File: config.mk
export PLATFORM = sky130hd
export DESIGN_NAME = pwm_array
export DESIGN_NICKNAME = d
export VERILOG_FILES = /design/src/rtl/pwm_array_pkg.sv /design/src/rtl/pwm_timebase.sv /design/src/rtl/pwm_array.sv
export SDC_FILE = /design/constraint.sdc
export NUM_CORES = 1
export LEC_CHECK = 0
export CORE_MARGIN = 2
export CORE_UTILIZATION = 25
export DETAILED_ROUTE_END_ITERATION = 8
export GPL_TIMING_DRIVEN = 0
export PLACE_DENSITY = 0.45
export SYNTH_ARGS = -nofsm -noshare
export SYNTH_HDL_FRONTEND = slang
export SYNTH_SLANG_ARGS = --single-unit
File: constraint.sdc
create_clock -name clk -period 4.9 [get_ports clk]
set_input_delay 1.225 -clock clk [delete_from_list [all_inputs] [get_ports clk]]
set_output_delay 1.225 -clock clk [all_outputs]
set_load 0.05 [all_outputs]
File: src/rtl/pwm_array_pkg.sv
// Shared types and reset constants for the multi-channel PWM generator.
// Enum encodings are fixed so the 1-bit mode input can be cast directly.
package pwm_array_pkg;
  typedef enum logic {PWM_EDGE = 1'b0, PWM_CENTER = 1'b1} pwm_mode_e;
  typedef enum logic {DIR_UP = 1'b0, DIR_DOWN = 1'b1} cnt_dir_e;

  localparam pwm_mode_e RST_MODE = PWM_EDGE;
  localparam cnt_dir_e  RST_DIR  = DIR_UP;
endpackage

File: src/rtl/pwm_timebase.sv
// Common timebase: prescaler, up/up-down counter, boundary detection and
// the shadowed period/mode that change only at a period boundary.
module pwm_timebase
  import pwm_array_pkg::*;
#(
  parameter int CNT_W   = 8,
  parameter int PRESC_W = 4
) (
  input  logic               clk,
  input  logic               rst_n,
  input  logic [CNT_W-1:0]   i_period,
  input  logic [PRESC_W-1:0] i_prescale,
  input  logic               i_center_mode,
  input  logic               i_load,
  output logic [CNT_W-1:0]   o_cnt,
  output logic               o_boundary,
  output logic               o_period_end,
  output logic               o_load_pending
);
  logic [PRESC_W-1:0] r_presc_cnt;
  logic [CNT_W-1:0]   r_cnt;
  logic [CNT_W-1:0]   r_period_a;
  pwm_mode_e          r_mode_a;
  cnt_dir_e           r_dir;
  logic               r_period_end;
  logic               r_load_pending;
  logic               w_tick;
  logic               w_boundary;
  logic               w_apply;
  logic [CNT_W-1:0]   w_cnt_inc;

  assign w_tick    = (r_presc_cnt == i_prescale);
  assign w_cnt_inc = r_cnt + 1'b1;

  // A zero period collapses the counter: every tick ends a period.
  always_comb begin
    w_boundary = 1'b0;
    if (w_tick) begin
      if (r_period_a == '0)
        w_boundary = 1'b1;
      else if (r_mode_a == PWM_EDGE)
        w_boundary = (r_cnt == r_period_a);
      else
        w_boundary = (r_dir == DIR_DOWN) && (r_cnt == CNT_W'(1));
    end
  end

  assign w_apply = w_boundary && (r_load_pending || i_load);

  always_ff @(posedge clk or negedge rst_n) begin
    if (!rst_n) begin
      r_presc_cnt    <= '0;
      r_cnt          <= '0;
      r_period_a     <= '0;
      r_mode_a       <= RST_MODE;
      r_dir          <= RST_DIR;
      r_period_end   <= 1'b0;
      r_load_pending <= 1'b0;
    end else begin
      r_presc_cnt  <= w_tick ? '0 : r_presc_cnt + 1'b1;
      r_period_end <= w_boundary;
      if (w_apply)
        r_load_pending <= 1'b0;
      else if (i_load)
        r_load_pending <= 1'b1;
      if (w_apply) begin
        r_period_a <= i_period;
        r_mode_a   <= pwm_mode_e'(i_center_mode);
      end
      if (w_tick) begin
        if (w_boundary) begin
          r_cnt <= '0;
          r_dir <= DIR_UP;
        end else if (r_mode_a == PWM_EDGE) begin
          r_cnt <= w_cnt_inc;
        end else if (r_dir == DIR_UP) begin
          r_cnt <= w_cnt_inc;
          if (w_cnt_inc == r_period_a)
            r_dir <= DIR_DOWN;
        end else begin
          r_cnt <= r_cnt - 1'b1;
        end
      end
    end
  end

  assign o_cnt          = r_cnt;
  assign o_boundary     = w_boundary;
  assign o_period_end   = r_period_end;
  assign o_load_pending = r_load_pending;
endmodule

File: src/rtl/pwm_array.sv
// Multi-channel PWM: per-channel shadowed duty, compare against the shared
// timebase counter, and a registered enable mux per output pin.
module pwm_array
  import pwm_array_pkg::*;
#(
  parameter int NUM_CH  = 16,
  parameter int CNT_W   = 8,
  parameter int PRESC_W = 4
) (
  input  logic                    clk,
  input  logic                    rst_n,
  input  logic [NUM_CH-1:0]       i_en_out,
  input  logic [NUM_CH-1:0]       i_en_pwm,
  input  logic [NUM_CH*CNT_W-1:0] i_duty,
  input  logic [CNT_W-1:0]        i_period,
  input  logic [PRESC_W-1:0]      i_prescale,
  input  logic                    i_center_mode,
  input  logic                    i_load,
  output logic [NUM_CH-1:0]       o_out,
  output logic                    o_period_end,
  output logic                    o_load_pending
);
  logic [CNT_W-1:0]  w_cnt;
  logic              w_boundary;
  logic              w_load_pending;
  logic              w_apply;
  logic [NUM_CH-1:0] w_out_next;
  logic [CNT_W-1:0]  r_duty_a [NUM_CH];
  logic [NUM_CH-1:0] r_out;

  pwm_timebase #(
    .CNT_W   (CNT_W),
    .PRESC_W (PRESC_W)
  ) u_timebase (
    .clk            (clk),
    .rst_n          (rst_n),
    .i_period       (i_period),
    .i_prescale     (i_prescale),
    .i_center_mode  (i_center_mode),
    .i_load         (i_load),
    .o_cnt          (w_cnt),
    .o_boundary     (w_boundary),
    .o_period_end   (o_period_end),
    .o_load_pending (w_load_pending)
  );

  // Same apply condition the timebase uses for period/mode, so all shadows move together.
  assign w_apply = w_boundary && (w_load_pending || i_load);

  always_ff @(posedge clk or negedge rst_n) begin
    if (!rst_n) begin
      for (int i = 0; i < NUM_CH; i++)
        r_duty_a[i] <= '0;
    end else if (w_apply) begin
      for (int i = 0; i < NUM_CH; i++)
        r_duty_a[i] <= i_duty[i*CNT_W +: CNT_W];
    end
  end

  for (genvar gi = 0; gi < NUM_CH; gi++) begin : g_ch
    assign w_out_next[gi] = i_en_out[gi] ? (i_en_pwm[gi] ? (w_cnt < r_duty_a[gi]) : 1'b1) : 1'b0;
  end

  always_ff @(posedge clk or negedge rst_n) begin
    if (!rst_n)
      r_out <= '0;
    else
      r_out <= w_out_next;
  end

  assign o_out          = r_out;
  assign o_load_pending = w_load_pending;
endmodule

; After elaboration in Yosys (flattened, before gate mapping)
; Cells that the tools add are included.
[word_totals]
elab_cells = 99
output_inout_bits = 18
ff_bits = 168
input_bits = 176
[classes]
eq_ne = 4
n_addsub = 3
mux = 45
reduce_logical = 7
magnitude_cmp = 16
[op_table]
columns = cell, n
row1 = less-than comparator 8 bit, 16
row2 = two-way mux 1 bit, 41
row3 = two-way mux 8 bit, 3
row4 = equality test 8 bit, 2
row5 = adder 8 x 1 -> 8 bit (second input constant), 1
row6 = equality test 8 x 1 -> 1 bit (second input constant), 1
row7 = zero test 8 bit, 1
row8 = subtractor 8 x 1 -> 8 bit (second input constant), 1
row9 = adder 4 x 1 -> 4 bit (second input constant), 1
row10 = equality test 4 bit, 1
row11 = two-way mux 4 bit, 1
row12 = nonzero test 2 bit, 2
row13 = logical AND 1 bit, 2
row14 = AND reduction 2 bit, 1
row15 = logical OR 1 bit, 1

; Longest topological paths before layout
[logic_depth]
depth_word = 7
mapped_depth = 10
mapped_depth_nobuf = 7

; Hierarchy
; Synthesis repeated with hierarchy kept, for this count alone.
[unflattened]
hier_cells = 815
hier_area_um2 = 9570.4
[by_module_without_submodules]
columns = mod, seq_area_each_um2, area_each_um2, cells_each, n_inst
row1 = pwm_array, 3603.5, 8096.5, 672, 1
row2 = pwm_timebase, 600.6, 1473.9, 143, 1

; Worst setup path before layout
; No wires, ideal clock.
[synth_path]
kind = input port to flip-flop
start = input i_prescale[2]
end = register r_duty_a[0] (netlist bit)
setup_ns = 0.125
required_time_ns = 4.775
path_stages = 8
t_arrival_ns = 2.653
path_slack_ns = 2.122
path_cell_list = xnor2_1 and4_1 a22o_1 buf_4 o21ai_2 buf_6 buf_6 mux2_4
[synth_via]
elab_chain_cells = 3
[synth_rtl]
columns = item, line
row1 = "start, declared", pwm_array.sv:16  ; input logic [PRESC_W-1:0] i_prescale,
row2 = equality test 4 bit, pwm_timebase.sv:32  ; assign w_tick = (r_presc_cnt == i_prescale);
row3 = two-way mux 1 bit, pwm_timebase.sv:38  ; if (w_tick) begin
row4 = via u_timebase.o_boundary, pwm_timebase.sv:16  ; output logic o_boundary,
row5 = logical AND 1 bit, pwm_array.sv:48  ; assign w_apply = w_boundary && (w_load_pending || i_load);
row6 = "end signal, assigned by index", pwm_array.sv:56  ; r_duty_a[i] <= i_duty[i*CNT_W +: CNT_W];
row7 = "end, declared", pwm_array.sv:28  ; logic [CNT_W-1:0] r_duty_a [NUM_CH];
; The timed path passes the listed nets, and every way through them passes these cells.
; A chain may end at the register's enable or synchronous reset.

; Worst setup path in the final report
[layout_path]
start = register u_timebase.r_cnt[4] (netlist: u_timebase.o_cnt[4])
end = register r_duty_a[15] (netlist bit)
[layout_via]
elab_chain_cells = 6
[layout_rtl]
columns = item, line
row1 = "start, declared", pwm_timebase.sv:21  ; logic [CNT_W-1:0] r_cnt;
row2 = "start signal, assigned", pwm_timebase.sv:75  ; r_cnt <= w_cnt_inc;
row3 = "start signal, assigned", pwm_timebase.sv:77  ; r_cnt <= w_cnt_inc;
row4 = "start signal, assigned", pwm_timebase.sv:81  ; r_cnt <= r_cnt - 1'b1;
row5 = equality test 8 x 1 -> 1 bit, pwm_timebase.sv:44  ; w_boundary = (r_dir == DIR_DOWN) && (r_cnt == CNT_W'(1));
row6 = logical AND 1 bit, pwm_timebase.sv:44
row7 = two-way mux 1 bit *, pwm_timebase.sv:41  ; else if (r_mode_a == PWM_EDGE)
row8 = two-way mux 1 bit *, pwm_timebase.sv:39  ; if (r_period_a == '0)
row9 = two-way mux 1 bit *, pwm_timebase.sv:38
row10 = via u_timebase.o_boundary, pwm_timebase.sv:16
row11 = logical AND 1 bit *, pwm_array.sv:48
; Mark *: on every way through the listed nets, which the timed path passes. The rest lies on a longest branch.

==> flow_summary.yaml <==
routing:
  routed_wl_mm: 27.1
  drc: 0
  vias: 6659
  vias_per_cell: 4.18
  avgRoutedWirePerCell_um: 17.0
  ant_nets: 0
  drtIter0Drc: 249
  drtPass1Iterations: 4
timing:
  setup_violations: 0
  timing.final.crit_period_ns: 3.65
  worstMarginPinSlew_ns: 1.35
  post-route-period-util_pct: 74.4
  fmax_ghz: 0.274
  finalHoldViolations: 0
  slew_headroom_pct: 9.83
  rsz0062_at_grt: "no"
  clock_skew_ns: 0.00821
  finalMaxSlewViolations: 0
  final.setup.tns_ns: 0
synth:
  synth_area_per_cell_um2: 11.9
  synth_cells: 843
  netlist_area_um2: 10000
  yosysSeqAreaShare_pct: 42.0
  synth_cell_types: 40
  synth_edf_count: 0
  synth_flop_cell: "dfrtp_1"
  yosys_warnings: 0
  synth_seq_cells: 168
  ys_async_sr_fraction_pct: 100
  synth_nets: 1135
worst_setup_path:
  critPathCaptureType: "flip-flop"
  cp_num_buf_inv: 4
  cp_top_family: "flip-flops"
  cp_common_cell: "buf_6"
  cpPeakStageDelay_ns: 1.15
  setup.worst_path.class: "flip-flop to flip-flop"
  cp.required_ns: 5.24
  r2r_start: "u_timebase.o_cnt[4]"
  crit_slowest_cell: "dfrtp_1"
  arrival_ns: 3.99
  path_cells: "clkbuf_1 > xor2_1 > or4_1 > nor3_2 > a22o_1 > buf_4 > o21ai_2 > buf_6 > buf_6 > mux2_4"
  start_kind: "flip-flop"
  path_max_fanout: 17
  startpoint: "u_timebase.o_cnt[4]"
clock_tree:
  root_buffer: "clkbuf_16"
  htreeDepth: 4
  cts_setup_buffers: 0
  clkSinkCount: 168
  clk_pin_slew_ns: 0.07
  cts_buffers: 17
  cts_tree: "built"
  post_cts_resized: 0
  hold_buffers: 0
  worstSkewPairLatency_ns: 0.46
  clockBufferDepth: 2
global_routing:
  grt_max_degree: 91
  overflow: 0
  grt_pass1_wl_mm: 41.6
  grt.busiest_layer: "met2"
  use_met2_pct: 21.4
  antenna_found_initial: 0
  gr-usage-met3_pct: 3.41
  track_usage_pct: 13.6
  use_met1_pct: 18.5
  grt_pass1_vias: 6977
place:
  dp_hpwl_mm: 18.7
  io_buffers: 193
  dp.cells: 1563
  routabilityCongestion: 0.768
power_and_ir_drop:
  powerDensity_nw_per_um2: 507
  power.switching_mw: 2.39
  switching_share_pct: 35.7
  p_comb_share_pct: 43.9
  p_int_mw: 4.31
  p_leak_nw: 6.47
  ir_drop_v: 0.000176
  seqPwrFrac_pct: 35.6
  power_frac_clock_pct: 20.5
die:
  initial_utilization_pct: 25.2
  die_h_um: 204
  core.rowCount: 73
  die_x_um: 204
  die_area_um2: 41600
  pin_count: 194
  coreArea_um2: 39600
finish:
  final_layout_size_suffix_gt1_share_pct: 16.7
  final_cells: 1594
  mostFrequentLayoutCell: "clkdlybuf4s50_1"
  fin_nets: 1349
  num_antenna_cells: 0
  layout-area-overhead-vs-synth_pct: 32.1
  regArea_um2: 4200
  multiInputGateArea_um2: 5080
  final_util_pct: 33.4
  layout_common_cells: "clkdlybuf4s50_1 (192), dfrtp_1 (168), inv_1 (132)"
  fill_cells: 4029
status:
  outcome: "finished, final reports clean"
run:
  maxCapViolCount: 0
hold_path:
  hold_class: "flip-flop to flip-flop"
  hp-start: "r_duty_a[75]"
==> power by group through the flow <==
stage,clock network [mW],registers (mW),logic (mW)
after floorplan,0,2.40,2.06
after global placement,0,2.44,2.90
after detailed placement,0,2.42,2.99
after CTS,1.45,2.40,3.01
after global routing,1.50,2.48,3.36
final,1.38,2.38,2.94
==> worst register-to-register path, delay by kind of cell (launching register included) <==
family,cells,cell delay (ns)
compound gates,2,0.26
flops,1,1.15
mux,1,0.32
buf+inv,4,0.98
xor+xnor,1,0.13
simple gates,2,0.68
==> worst paths after layout <==
kind	to	slack, ns	cells after the start
worst max-delay path	r_duty_a[15]	1.25	10
worst min-delay path	r_duty_a[75]	0.49	1
worst max register to register	r_duty_a[15]	1.25	10
worst min register to register	r_duty_a[75]	0.49	1
max in group asynchronous	u_timebase.o_cnt[6]	3.23	2
min in group asynchronous	r_duty_a[36]	0.73	1
==> area by class of cell <==
cell class,instances,share of cell area (%)
well taps,525,4.97
repair buffers,195,15.1
multi-input cells,517,38.5
flip-flops and latches,168,31.8
clock buffers,24,3.57
clock inverters,7,0.719
plain buffers,26,1.68
inverters,132,3.75
==> per-layer routing <==
layer / wire length [um] / part of all wire [%] / up-vias
met5: 0 / 0 / -
met4: 410 / 1.5 / 0
li1: - / - / 3346
met2: 12300 / 45 / 124
met1: 13400 / 49 / 3168
met3: 1020 / 3.8 / 21
==> metrics by stage <==
step                setup WS, ns  total power [mW]  cell area [um^2]  hold slack, ns
global route                1.08              7.34             13200           0.513
global placement           -5.43              5.34             12600           0.476
detailed placement          1.17              5.41             12700           0.482
floorplan                   2.12              4.46             10000           0.464
CTS                         1.16              6.86             13200           0.498
finish                      1.25              6.70             13200           0.489
==> synth_stat cells (4+ instances only) <==
| cell type | instances | area (um^2) |
|---|---|---|
| dfrtp_1 | 168 | 4200 |
| inv_1 | 132 | 495 |
| mux2_4 | 130 | 1950 |
| ha_1 | 116 | 1450 |
| a21oi_1 | 57 | 285 |
| a21o_1 | 34 | 255 |
| nand2_1 | 25 | 93.8 |
| o21ai_0 | 18 | 90.1 |
| o21ai_1 | 18 | 90.1 |
| a41oi_1 | 16 | 140 |
| buf_6 | 16 | 180 |
| nand2b_1 | 16 | 100 |
| xnor2_1 | 13 | 114 |
| nor2_1 | 12 | 45.0 |
| clkbuf_1 | 9 | 33.8 |
| xor2_1 | 8 | 70.1 |
| mux2_1 | 7 | 78.8 |
| nand3_1 | 6 | 30.0 |
| nor3_1 | 6 | 30.0 |
| or3_1 | 5 | 31.3 |
| nor4_1 | 4 | 25.0 |
==> logic make-up after synthesis <==
family | synth area share (%)
flip-flops | 42.0
buffers and inverters | 7.17
multiplexers | 20.3
AO/OA/AOI/OAI | 9.53
adder cells (fa/ha/maj) | 14.5
AND/OR/NAND/NOR | 4.65
XOR/XNOR | 1.84
==> sequential cells by signal, summed over array words and instances (netlist names) <==
signal                     cells
r_duty_a                     128
u_timebase.r_dir               1
u_timebase.r_mode_a            1
u_timebase.r_presc_cnt         4
u_timebase.o_period_end        1
u_timebase.o_cnt               8
o_out                         16
u_timebase.r_period_a          8
u_timebase.o_load_pending      1
Power figures use the tool's default switching activity.
